--- src/rtl/mcs4_rom_responder.sv ---
// MCS-4 style ROM chip bus responder. It follows the 8-phase instruction cycle,
// serves opcode fetches from an external ROM array and handles WRR/RDR port I/O.
module mcs4_rom_responder #(
    parameter logic [3:0] CHIP_ID = 4'h0
) (
    input  logic       CLK,
    input  logic       RES,
    input  logic       SYNC_N,
    input  logic       CM_ROM_N,
    input  logic [3:0] DATA_I,
    output logic [3:0] DATA_O,
    output logic       DATA_OE,
    output logic [7:0] ROM_ADDR,
    input  logic [7:0] ROM_DATA,
    input  logic [3:0] IO_I,
    output logic [3:0] IO_O
);

    typedef enum logic [3:0] {
        UNSYNC, A1, A2, A3, M1, M2, X1, X2, X3
    } phase_t;

    localparam logic [3:0] OPR_IO  = 4'hE;
    localparam logic [3:0] OPA_WRR = 4'h2;
    localparam logic [3:0] OPA_RDR = 4'hA;

    phase_t     phase;
    phase_t     phase_next;
    logic [7:0] instr;
    logic       rom_sel;
    logic       io_sel;
    logic [3:0] bus_opr;
    logic       wr_pend;
    logic       rd_pend;

    always_ff @(posedge CLK or posedge RES) begin
        if (RES) phase <= UNSYNC;
        else     phase <= phase_next;
    end

    // NOTE: every signal written here gets a default first, so no path through
    // the case statement leaves it unassigned and infers a latch.
    always_comb begin
        phase_next = phase;
        if (!SYNC_N) begin
            phase_next = A1;
        end else begin
            case (phase)
                A1:      phase_next = A2;
                A2:      phase_next = A3;
                A3:      phase_next = M1;
                M1:      phase_next = M2;
                M2:      phase_next = X1;
                X1:      phase_next = X2;
                X2:      phase_next = X3;
                X3:      phase_next = A1;
                default: phase_next = UNSYNC;
            endcase
        end
    end

    // NOTE: state registers use non-blocking assignments, so every flop samples
    // the pre-edge values regardless of statement order inside the block.
    always_ff @(posedge CLK or posedge RES) begin
        if (RES) begin
            ROM_ADDR <= 8'h00;
            instr    <= 8'h00;
            rom_sel  <= 1'b0;
            io_sel   <= 1'b0;
            bus_opr  <= 4'h0;
            wr_pend  <= 1'b0;
            rd_pend  <= 1'b0;
            IO_O     <= 4'h0;
        end else begin
            case (phase)
                A1: ROM_ADDR[3:0] <= DATA_I;
                A2: ROM_ADDR[7:4] <= DATA_I;
                A3: begin
                    rom_sel <= !CM_ROM_N && (DATA_I == CHIP_ID);
                    instr   <= ROM_DATA;
                end
                // Every chip snoops the opcode nibble, selected or not.
                M1: bus_opr <= DATA_I;
                M2: begin
                    if (!CM_ROM_N && (bus_opr == OPR_IO) && io_sel) begin
                        wr_pend <= (DATA_I == OPA_WRR);
                        rd_pend <= (DATA_I == OPA_RDR);
                    end
                end
                // A pending port command owns X2; SRC is only decoded otherwise.
                X2: begin
                    if (wr_pend)
                        IO_O <= DATA_I;
                    else if (!rd_pend && !CM_ROM_N)
                        io_sel <= (DATA_I == CHIP_ID);
                end
                default: ;
            endcase
            if (phase == X3 || !SYNC_N) begin
                wr_pend <= 1'b0;
                rd_pend <= 1'b0;
            end
        end
    end

    always_comb begin
        DATA_OE = 1'b0;
        DATA_O  = 4'h0;
        case (phase)
            M1: begin
                if (rom_sel) begin
                    DATA_OE = 1'b1;
                    DATA_O  = instr[7:4];
                end
            end
            M2: begin
                if (rom_sel) begin
                    DATA_OE = 1'b1;
                    DATA_O  = instr[3:0];
                end
            end
            X2: begin
                if (rd_pend) begin
                    DATA_OE = 1'b1;
                    DATA_O  = IO_I;
                end
            end
            default: ;
        endcase
    end

endmodule

--- config.mk ---
export PLATFORM = sky130hd
export DESIGN_NAME = mcs4_rom_responder
export DESIGN_NICKNAME = d
export VERILOG_FILES = /design/src/rtl/mcs4_rom_responder.sv
export SDC_FILE = /design/constraint.sdc
export NUM_CORES = 1
export LEC_CHECK = 0
export CORE_MARGIN = 3
export CORE_UTILIZATION = 45
export DETAILED_ROUTE_END_ITERATION = 7
export PLACE_DENSITY_LB_ADDON = 0.12
export SYNTH_ARGS = -nofsm -noshare
export SYNTH_HDL_FRONTEND = slang
export SYNTH_SLANG_ARGS = --single-unit
--- constraint.sdc ---
create_clock -name CLK -period 3.46 [get_ports CLK]
set_input_delay 0.865 -clock CLK [delete_from_list [all_inputs] [get_ports CLK]]
set_output_delay 0.865 -clock CLK [all_outputs]
set_load 0.02 [all_outputs]
# After elaboration in Yosys (flattened, before gate mapping)

Memory sizes are Yosys's and may differ from the RTL's.
Index checks and enable logic that the tools add are counted.

Memories kept: 1
Memory bits (read-only): 64
Flip-flop bits (word level): 32
Input bits: 20

Memory list:

| name            | depth | bits a word | rd ports | clocked after memory_dff | wr ports | RTL line | RTL |
|---|---|---|---|---|---|---|---|
| (no name shown) | 16    | 4           | 1        | 0                        | 0        | 48       | `case (phase)` |

Muxes and demuxes: 14
Reduce and logical (&&, ||, !) cells: 15
Bitwise logic cells: 1
Equal/unequal tests: 10

Operator list:

| cell               | number |
|---|---|
| $mux 4             | 4 |
| $eq 4x2->1 const B | 3 |
| $eq 4x3->1 const B | 3 |
| $eq 4x4->1 const B | 3 |
| $pmux 4 s3         | 1 |
| $mux 1             | 8 |
| $eq 4x1->1 const B | 1 |
| $logic_and 1x1->1  | 4 |
| $logic_not 4->1    | 1 |
| $reduce_and 2->1   | 2 |
| $reduce_bool 2->1  | 2 |
| $logic_not 1->1    | 3 |
| $reduce_and 3->1   | 1 |
| $pmux 1 s2         | 1 |
| $reduce_or 2->1    | 1 |
| $logic_or 1x1->1   | 1 |
| $not 1->1          | 1 |

# Longest topological paths before layout

Word-level depth: 6
Gate-level depth with buffers: 6
Mapped depth without buffers: 5

# Least setup slack after synthesis

Ideal clock, no wire load.

Path type: reg2out
Start point: reg phase[0]
End point: out DATA_O[1]
Cell stages (with the launch flop): 7
Arrival: 1.327 ns
Path buffers: 1
Path slack: 1.268 ns
Path through: dfrtp_1 inv_1 ha_1 clkbuf_1 a22o_1 a32oi_1 nor2_1

Cells in the longest elaborated chain, start to end: 2
Elaborated cells on any way between the ends: 4

Ends and longest elaborated chain:

| what                     | RTL line | RTL |
|---|---|---|
| start: declaration       | 27       | `phase_t phase;` |
| start signal: assignment | 38       | `else phase <= phase_next;` |
| $eq 4x3->1               | 109      | `case (phase)` |
| $pmux 4 s3 *             | 109      |  |
| end: declaration         | 11       | `output logic [3:0] DATA_O,` |

Mark *: on every way between the ends. The rest lies on a longest branch, timed or not.

# Worst setup path in the final report

Start point: reg phase[0]
End point: out DATA_O[0]

Same word-level chain as after synthesis.

==> flow_summary.yaml <==
worst_setup_path:
  timing.critical_path.fanout_max: 8
  worst_r2r_startpoint: "phase[1]"
  critPathKind: "register to output port"
  start_kind: "register"
  timing.critical_path.to: "DATA_O[0]"
  worstReg2RegEnd: "ROM_ADDR[2]"
  cp-end-kind: "output port"
  critical_path_required_ps: 2590
  critPathLaunch: "phase[0]"
  r2r_setup_slack_ps: 1470
  crit_arrival_ps: 2220
  reg2regPathDepth: 4
detailed_routing:
  routed_via_count: 1085
  drt-pass1-iter-count: 4
  drt-initial-drc-count: 49
  routed_via_density: 5.43
  route.detailed.drc: 0
  routed_wl_um: 3220
  postRouteAntennaNets: 0
  post_drt_wl_per_cell_um: 16.1
cells_and_area:
  layout_cell_share_with_drive_strength_beyond_1: 0.231
  diodes: 0
  n_fill_cell: 259
  area_growth_synth_to_finish_pct: 30.3
  final_nets: 180
  post-route-util: 0.635
clocking:
  cts_resized: 0
  postCtsSetupBuffers: 0
  root_buffer: "sky130_fd_sc_hd__clkbuf_4"
  cts_num_sinks: 32
  buffer_depth_of_the_longest_clock_path: 2
  cts_tree: "yes"
  clock_latency_ps: 340
  cts_made_buffers: 5
  holdBufCountCts: 0
  htree_num_levels: 2
  clkTransAtPathRegs_ps: 100
logic_synthesis:
  yosys.cell_types.count: 30
  yosys.area.top_type_share: 0.521
  synth-seq-cells: 32
  postSynth.topFlopCell: "sky130_fd_sc_hd__dfrtp_1"
  ys.warnings.count: 0
  synth_area_leader_cell: "sky130_fd_sc_hd__dfrtp_1"
  synth_area_sq_mm: 0.00154
  syn_nets: 140
  syn-instance-count: 115
  ys_top_cells_by_area: "sky130_fd_sc_hd__dfrtp_1 (52%), sky130_fd_sc_hd__mux2_2 (12%), sky130_fd_sc_hd__mux2_4 (7.8%)"
  sequential_share_of_the_synthesized_area: 0.521
  synth.avg_cell_area_sq_um: 13.4
  post-synth-top-count-cell: "sky130_fd_sc_hd__dfrtp_1"
  yosys-top-cells-count: "sky130_fd_sc_hd__dfrtp_1 (32), sky130_fd_sc_hd__mux2_2 (17), sky130_fd_sc_hd__mux2_4 (8)"
  synth_async_sr_flop_share: 1.00
  synth_enable_flop_cells: 0
job:
  timing.max_cap.violations: 0
global_route:
  number_of_antenna_violations_at_the_first_check_in_global_routing: 0
  grt_remaining_overflow: 0
  grt_pass1_wl_um: 5520
  pin_count_of_the_biggest_net_entering_global_routing: 33
  groute.usage.overall: 0.175
  number_of_global_route_vias_before_repair: 1156
die:
  initial_util: 0.487
  row_count: 20
  core_sq_mm: 0.00315
  die_width_um: 64.4
  io-pin-count: 37
  full_die_area_sq_mm: 0.00415
  chip_height_um: 64.4
timing:
  worst_slew_pin_slew_ps: 635
  final_max_slew_viol_count: 0
  final.setup.tns_ps: 0
  grt_setup_unrepaired: "false"
  period_minus_slack_ps: 3090
  final.period_utilization: 0.893
  setup_violating_endpoint_count_in_the_final_report: 0
  worst_case_clock_skew_ps: 8.16
  slew_headroom: 0.576
  final_hold_viol_count: 0
  holdWs_ps: 515
  fmaxAchievable_mhz: 324
  setup_slack_ps: 371
power:
  power.density_cell_area_mw_per_mm2: 641
  power.ir.vdd_worst_v: 0.000346
  leakagePower_nw: 0.838
placement:
  finalWeightedCongestion: 0.806
  hpwlAfterDp_um: 2280
  port_buffers: 36
  preCtsSetupSlack_ps: 442
worst_hold_path:
  kind_of_path_behind_the_tightest_hold_check: "register to register"
outcome:
  run_status: "finished clean"
==> placed cells by master (no fill, tap or decap), types with 2 or more instances in the layout <==
cell,n
sky130_fd_sc_hd__a22o_1,4
sky130_fd_sc_hd__a32oi_1,4
sky130_fd_sc_hd__clkbuf_4,5
sky130_fd_sc_hd__clkdlybuf4s50_1,36
sky130_fd_sc_hd__dfrtp_1,32
sky130_fd_sc_hd__ha_1,5
sky130_fd_sc_hd__inv_1,4
sky130_fd_sc_hd__mux2_2,17
sky130_fd_sc_hd__mux2_4,8
sky130_fd_sc_hd__mux2i_1,3
sky130_fd_sc_hd__nand2_1,3
sky130_fd_sc_hd__nand2b_1,2
sky130_fd_sc_hd__nand3_1,5
sky130_fd_sc_hd__nor2_1,5
sky130_fd_sc_hd__nor3b_1,4
==> worst min-delay path by stage <==
| stage | start | endpoint | cells after the start |
|---|---|---|---|
| finish | io_sel | io_sel | 1 |
| global route | ROM_ADDR[6] | ROM_ADDR[6] | 1 |
| CTS | io_sel | io_sel | 1 |
| detailed placement | instr[1] | instr[1] | 1 |
| global placement | io_sel | io_sel | 1 |
| floorplan | bus_opr[0] | bus_opr[0] | 1 |
==> state kept, by name, indices dropped and copies added (netlist names) <==
register,count
rom_sel,1
instr,8
io_sel,1
wr_pend,1
IO_O,4
ROM_ADDR,8
bus_opr,4
phase,4
rd_pend,1
==> metal layers <==
metal,share of wire,up-vias,global-route usage,wire [um]
met4,0.012,0,0.0792,40
met2,0.49,25,0.289,1590
met5,0,-,0,0
met1,0.45,551,0.214,1440
li1,-,503,-,-
met3,0.045,6,0.0451,145
==> layout make-up <==
class                      count  area (sq um)  area share
tap                           44          55.1      0.0275
multi-input combinational     75           683       0.341
timing repair buffer          37           368       0.184
inverter                       4          15.0     0.00750
sequential                    32           801       0.400
clock buffer                   5          37.5      0.0188
clock inverter                 3          42.5      0.0212
==> critical path: stages (launching register included) <==
cell	delay [ps]
sky130_fd_sc_hd__dfrtp_1	440
sky130_fd_sc_hd__inv_1	100
sky130_fd_sc_hd__ha_1	370
sky130_fd_sc_hd__a22o_1	190
sky130_fd_sc_hd__a32oi_1	50
sky130_fd_sc_hd__nor2_1	120
sky130_fd_sc_hd__clkdlybuf4s50_1	620
==> cells by family after synthesis <==
group                    synth area share
multiplexers                        0.222
AO/OA/AOI/OAI                      0.0668
adder cells (fa/ha/maj)            0.0407
AND/OR/NAND/NOR                     0.115
flip-flops                          0.521
buffers and inverters              0.0342
==> power breakdown <==
part | internal [mW] | total, mW | leakage (nW) | switching (mW)
sequential | 0.497 | 0.568 | 0.388 | 0.0716
clock | 0.150 | 0.283 | 0.0412 | 0.132
combinational | 0.256 | 0.433 | 0.409 | 0.177
total | 0.903 | 1.28 | 0.838 | 0.381
==> stage by stage <==
step,total power [mW],area [sq um],std cells
after floorplan,0.845,1540,115
after global placement,0.998,1920,192
after detailed placement,1.01,1920,192
after CTS,1.30,2000,200
after global routing,1.36,2000,200
final,1.28,2000,200
Power figures use the tool's default switching activity.
